**src/rtl/engage_sequencer.sv**
```systemverilog
// Rover engagement sequencer: search, align, approach, fire, retreat.
// Decisions run on a tick spanning one detection window.
module engage_sequencer #(
  parameter int TICK_CYCLES    = 5000000,
  parameter int SEARCH_TICKS   = 20,
  parameter int ALIGN_TICKS    = 4,
  parameter int APPROACH_TICKS = 6,
  parameter int FIRE_TICKS     = 2,
  parameter int RETREAT_TICKS  = 3
) (
  input  logic       clock,
  input  logic       reset_n,
  input  logic       enable,
  input  logic [1:0] forward_signal,
  input  logic [1:0] left_signal,
  input  logic [1:0] right_signal,
  output logic [2:0] drive_cmd,
  output logic       fire,
  output logic       busy,
  output logic       search_timeout,
  output logic [7:0] engage_count,
  output logic [2:0] state_dbg
);

  typedef enum logic [2:0] {
    IDLE     = 3'd0,
    SEARCH   = 3'd1,
    ALIGN_L  = 3'd2,
    ALIGN_R  = 3'd3,
    APPROACH = 3'd4,
    FIRE     = 3'd5,
    RETREAT  = 3'd6
  } state_t;

  localparam logic [1:0] NONE   = 2'b00;
  localparam logic [1:0] FRIEND = 2'b01;
  localparam logic [1:0] ENEMY  = 2'b10;

  localparam logic [2:0] D_STOP = 3'd0;
  localparam logic [2:0] D_FWD  = 3'd1;
  localparam logic [2:0] D_TL   = 3'd2;
  localparam logic [2:0] D_TR   = 3'd3;
  localparam logic [2:0] D_REV  = 3'd4;

  localparam int PW = (TICK_CYCLES > 1) ? $clog2(TICK_CYCLES) : 1;
  localparam logic [PW-1:0] T_LAST = PW'(TICK_CYCLES - 1);

  localparam logic [7:0] S_LAST = 8'(SEARCH_TICKS - 1);
  localparam logic [7:0] A_LAST = 8'(ALIGN_TICKS - 1);
  localparam logic [7:0] P_LAST = 8'(APPROACH_TICKS - 1);
  localparam logic [7:0] F_LAST = 8'(FIRE_TICKS - 1);
  localparam logic [7:0] R_LAST = 8'(RETREAT_TICKS - 1);

  state_t        state, state_n;
  logic [PW-1:0] presc, presc_n;
  logic [7:0]    phase, phase_n;
  logic [7:0]    cnt_n;
  logic          dir_r, dir_n;
  logic          to_n;
  logic          tick;
  logic [1:0]    fwd, lft, rgt;

  function automatic logic [1:0] cls(input logic [1:0] s);
    return (s == 2'b11) ? NONE : s;
  endfunction

  function automatic logic [2:0] drv_of(input state_t s, input logic r);
    logic [2:0] d;
    d = D_STOP;
    unique case (s)
      SEARCH:   d = r ? D_TR : D_TL;
      ALIGN_L:  d = D_TL;
      ALIGN_R:  d = D_TR;
      APPROACH: d = D_FWD;
      RETREAT:  d = D_REV;
      default:  d = D_STOP;
    endcase
    return d;
  endfunction

  assign fwd       = cls(forward_signal);
  assign lft       = cls(left_signal);
  assign rgt       = cls(right_signal);
  assign tick      = (state != IDLE) && (presc == T_LAST);
  assign state_dbg = state;

  always_comb begin
    state_n = state;
    phase_n = phase;
    dir_n   = dir_r;
    to_n    = 1'b0;
    cnt_n   = engage_count;
    if (!enable) begin
      state_n = IDLE;
    end else begin
      unique case (state)
        IDLE: state_n = SEARCH;
        SEARCH: if (tick) begin
          if (fwd == ENEMY)       state_n = APPROACH;
          else if (fwd == FRIEND) state_n = RETREAT;
          else if (lft == ENEMY)  state_n = ALIGN_L;
          else if (rgt == ENEMY)  state_n = ALIGN_R;
          else if (phase == S_LAST) begin
            dir_n   = ~dir_r;
            phase_n = 8'd0;
            to_n    = 1'b1;
          end else begin
            phase_n = phase + 8'd1;
          end
        end
        ALIGN_L, ALIGN_R: if (tick) begin
          if (fwd == ENEMY)         state_n = APPROACH;
          else if (fwd == FRIEND)   state_n = RETREAT;
          else if (phase == A_LAST) state_n = SEARCH;
          else                      phase_n = phase + 8'd1;
        end
        APPROACH: if (tick) begin
          if (fwd == FRIEND)        state_n = RETREAT;
          else if (fwd == NONE)     state_n = SEARCH;
          else if (phase == P_LAST) state_n = FIRE;
          else                      phase_n = phase + 8'd1;
        end
        FIRE: if (tick) begin
          if (phase == F_LAST) begin
            state_n = SEARCH;
            if (engage_count != 8'hff) cnt_n = engage_count + 8'd1;
          end else begin
            phase_n = phase + 8'd1;
          end
        end
        RETREAT: if (tick) begin
          if (phase == R_LAST) begin
            state_n = SEARCH;
            dir_n   = ~dir_r;
          end else begin
            phase_n = phase + 8'd1;
          end
        end
        default: state_n = IDLE;
      endcase
    end
    if (state_n != state) phase_n = 8'd0;
  end

  // Prescaler stays cleared through IDLE and its exit edge
  always_comb begin
    presc_n = presc + PW'(1);
    if (state == IDLE || state_n == IDLE || tick) presc_n = '0;
  end

  always_ff @(posedge clock) begin
    if (!reset_n) begin
      state          <= IDLE;
      presc          <= '0;
      phase          <= 8'd0;
      dir_r          <= 1'b1;
      drive_cmd      <= D_STOP;
      fire           <= 1'b0;
      busy           <= 1'b0;
      search_timeout <= 1'b0;
      engage_count   <= 8'd0;
    end else begin
      state          <= state_n;
      presc          <= presc_n;
      phase          <= phase_n;
      dir_r          <= dir_n;
      drive_cmd      <= drv_of(state_n, dir_n);
      fire           <= (state_n == FIRE);
      busy           <= (state_n != IDLE);
      search_timeout <= to_n;
      engage_count   <= cnt_n;
    end
  end

endmodule

```
**config.mk**
```make
export PLATFORM = sky130hd
export DESIGN_NAME = engage_sequencer
export DESIGN_NICKNAME = d
export VERILOG_FILES = /design/src/rtl/engage_sequencer.sv
export SDC_FILE = /design/constraint.sdc
export NUM_CORES = 1
export LEC_CHECK = 0
export ABC_CLOCK_PERIOD_IN_PS = 2800
export CORE_MARGIN = 3
export CORE_UTILIZATION = 45
export DETAILED_ROUTE_END_ITERATION = 8
export PLACE_DENSITY = 0.65
export SYNTH_ARGS = -nofsm -noshare
export SYNTH_HDL_FRONTEND = slang
export SYNTH_SLANG_ARGS = --single-unit
```
**constraint.sdc**
```tcl
create_clock -name clock -period 2.8 [get_ports clock]
set_input_delay 0.42 -clock clock [delete_from_list [all_inputs] [get_ports clock]]
set_output_delay 0.42 -clock clock [all_outputs]
set_load 0.02 [all_outputs]
```
==> results by group <==
Timing
  • Peak Freq: 408 MHz
  • Setup tns final: 0 ps
  • Tightest Pin Transition: 535 ps
  • Fin. max-slew vios: 0
  • Final hold viol count: 0
  • Setup violators final: 0
  • WHS: 475 ps
  • Rel. slew slack: 64.0%
  • Fin crit period: 2450 ps
  • Final Cycle Share: 87.6%
  • Final Skew: 7.68 ps
  • RSZ-0062 raised after global routing: false

Floorplan
  • Die ar.: 7060 sq um
  • Die Width: 84.0 microns
  • Die Span Y: 84.0 microns
  • Initial Util: 48.0%
  • Core area: 5710 sq um
  • I/O pin cnt: 26
  • FP Rows: 27

Yosys
  • Top_reg_cell synth: dfxtp_1
  • Post-Syn Area per Cell: 8.22 sq um
  • Sequential fraction of the synthesis area: 35.8%
  • Syn Inst Count: 333
  • Syn Std Cell Area: 2740 sq um
  • Most frequent cell after synthesis: dfxtp_1
  • Synth area leaders: dfxtp_1, nor2_1, xor2_1
  • Area leader, netlist: dfxtp_1
  • Post-synth top cells: dfxtp_1, nor2_1, nand2_1
  • Share of synthesized registers carrying an async set or reset: 0%
  • Top cell type's share of synthesized area: 35.8%
  • Mapped Nets: 351
  • Yosys reg bits: 49
  • Post-synth EDFFs: 0
  • Synth warn: 0
  • Distinct cells, synth: 58

Setup path
  • Critical path fanouts, max: 4
  • Crit-path leading delay family: compound AO/OA/AOI/OAI gates
  • CP arrival: 2680 ps
  • CP Data Required Time: 3030 ps
  • WP buf/inv: 2
  • R2R Path End: drive_cmd[0]
  • Crit-path max cell delay: 510 ps
  • CP Launch Point: forward_signal[0]
  • Crit-path slowest cell: clkdlybuf4s50_1
  • Critical path class: input pin to flop
  • CP Depth: 9
  • Reg2reg start: state_dbg[2]
  • R2R setup slack: 450 ps
  • R2R depth: 7
  • Worst Setup EP: drive_cmd[0]
  • CP Launch Type: input pin
  • Worst Setup End Kind: flop
  • Crit path cell chain: clkdlybuf4s50_1, inv_1, ha_1, nor3b_1, a22o_1, nor4b_1, o21ai_0, a211o_1, o21ai_1

Layout
  • Fill count: 548
  • Area delta synth->final: 16.0%
  • Share of layout cells above drive strength 1: 8.52%
  • Area of the multi-input gates: 1650 sq um
  • Nets: 383
  • Final std cells w/o fill: 436
  • FF+latch area: 981 sq um
  • ANT cells: 0

CTS
  • CTS Buf Count: 5
  • Root Buffer: clkbuf_8
  • CTS-repair resized insts: 0
  • Clk sinks: 49
  • Clk buf depth: 2
  • Clock Latency Late Sink: 300 ps
  • Clk pin slew, worst setup/hold paths: 90 ps
  • CTS tree: done
  • H-tree levels: 2
  • Post-CTS setup repair buffer count: 0
  • Hold Buf Count CTS: 0

Placement
  • Cell total after placement: 430
  • GP Congestion: 0.912
  • PortBufs: 25
  • Post-DP HPWL: 4.48 mm

Global route
  • First-pass GRT wire length: 9.93 mm
  • GRT overflow: 0
  • Largest net degree at the start of global routing: 20
  • Antenna violations before repair: 0
  • GRT Total Usage: 16.8%
  • Vias in the first global route: 2185

Routing
  • Final wirelength: 5.97 mm
  • Mean number of vias per cell: 5.44
  • Initial DRC Count: 88
  • TritonRoute pass-1 iters: 4
  • Vias: 2372
  • Routed Antenna Nets: 0
  • # DRC: 0
  • Avg WL per Cell: 13.7 microns

Power and ir drop
  • Pleak: 0.00113 uW
  • Maximum vdd drop: 0.190 mV
  • PD cells: 372 nW/um^2

Hold path
  • HP Start: presc[0]
  • HP Class: flop to flop

Run status
  • Status: complete, no violations

Run
  • Max-Cap Viols: 0
==> cell type report <==
type / instances / area share (%)
multi-input cells: 259 / 51.9
flip-flops and latches: 49 / 30.9
repair buffers: 35 / 10.2
well taps: 72 / 2.84
clock buffers: 5 / 2.17
inverters: 15 / 1.77
clock inverters: 1 / 0.158
==> logic make-up after synthesis <==
| group | after synthesis | synth area share (%) |
|---|---|---|
| XOR/XNOR | 26 | 8.32 |
| buffers and inverters | 25 | 3.93 |
| adder cells (fa/ha/maj) | 9 | 4.11 |
| AO/OA/AOI/OAI | 57 | 13.8 |
| flip-flops | 49 | 35.8 |
| AND/OR/NAND/NOR | 167 | 34.0 |
==> state kept, by name (all words and copies together), names as in the netlist <==
name / cells
presc: 23
fire: 1
search_timeout: 1
busy: 1
state_dbg: 3
engage_count: 8
phase: 8
dir_r: 1
drive_cmd: 3
==> stage by stage <==
stage               total power, uW  instance area, sq um  setup slack, ps  util (%)
floorplan                       772                  2740              691         -
global placement                808                  3100             69.0      54.3
detailed placement              808                  3100             58.8      54.3
CTS                            1200                  3180              364      55.6
global route                   1230                  3180              106      55.6
finish                         1180                  3180              347      55.6
==> where the power goes <==
part           internal (uW)  leakage (uW)  switching (uW)
combinational           40.3      0.000690            47.2
clock                    165     0.0000399             225
sequential               700      0.000396            4.19
==> cell usage in the layout (no fill, tap or decap), drive strengths merged, types with 4 or more instances in the layout <==
cell type / netlist / routed
nand3: 26 / 26
a21boi: 4 / 4
ha: 9 / 9
clkbuf: 4 / 5
buf: 6 / 10
nor3: 9 / 9
a21oi: 14 / 14
xnor2: 9 / 9
nor2b: 5 / 5
nor4b: 4 / 4
and2: 7 / 7
o211ai: 4 / 4
a31oi: 5 / 5
clkdlybuf4s50: 0 / 25
nor2: 42 / 42
or3: 9 / 9
dfxtp: 49 / 49
nand2: 33 / 33
o21ai: 15 / 15
xor2: 17 / 17
and3: 6 / 6
nand3b: 4 / 4
inv: 15 / 15
nand2b: 4 / 4
nand4: 5 / 5
==> metal layers <==
| layer | wire [microns] | track usage [%] |
|---|---|---|
| met1 | 2880 | 22.5 |
| met2 | 2760 | 27.5 |
| met3 | 245 | 3.06 |
| met4 | 82 | 5.12 |
| met5 | 0 | 0 |
==> how the worst min path moves through the flow <==
stage | depth (start not counted) | endpoint | slack (ps)
after global placement | 1 | presc[0] | 450
after floorplan | 1 | presc[0] | 430
after CTS | 1 | presc[0] | 480
after detailed placement | 1 | presc[0] | 460
after global routing | 1 | presc[0] | 500
final | 1 | presc[0] | 480
(Power assumes the default switching activity.)
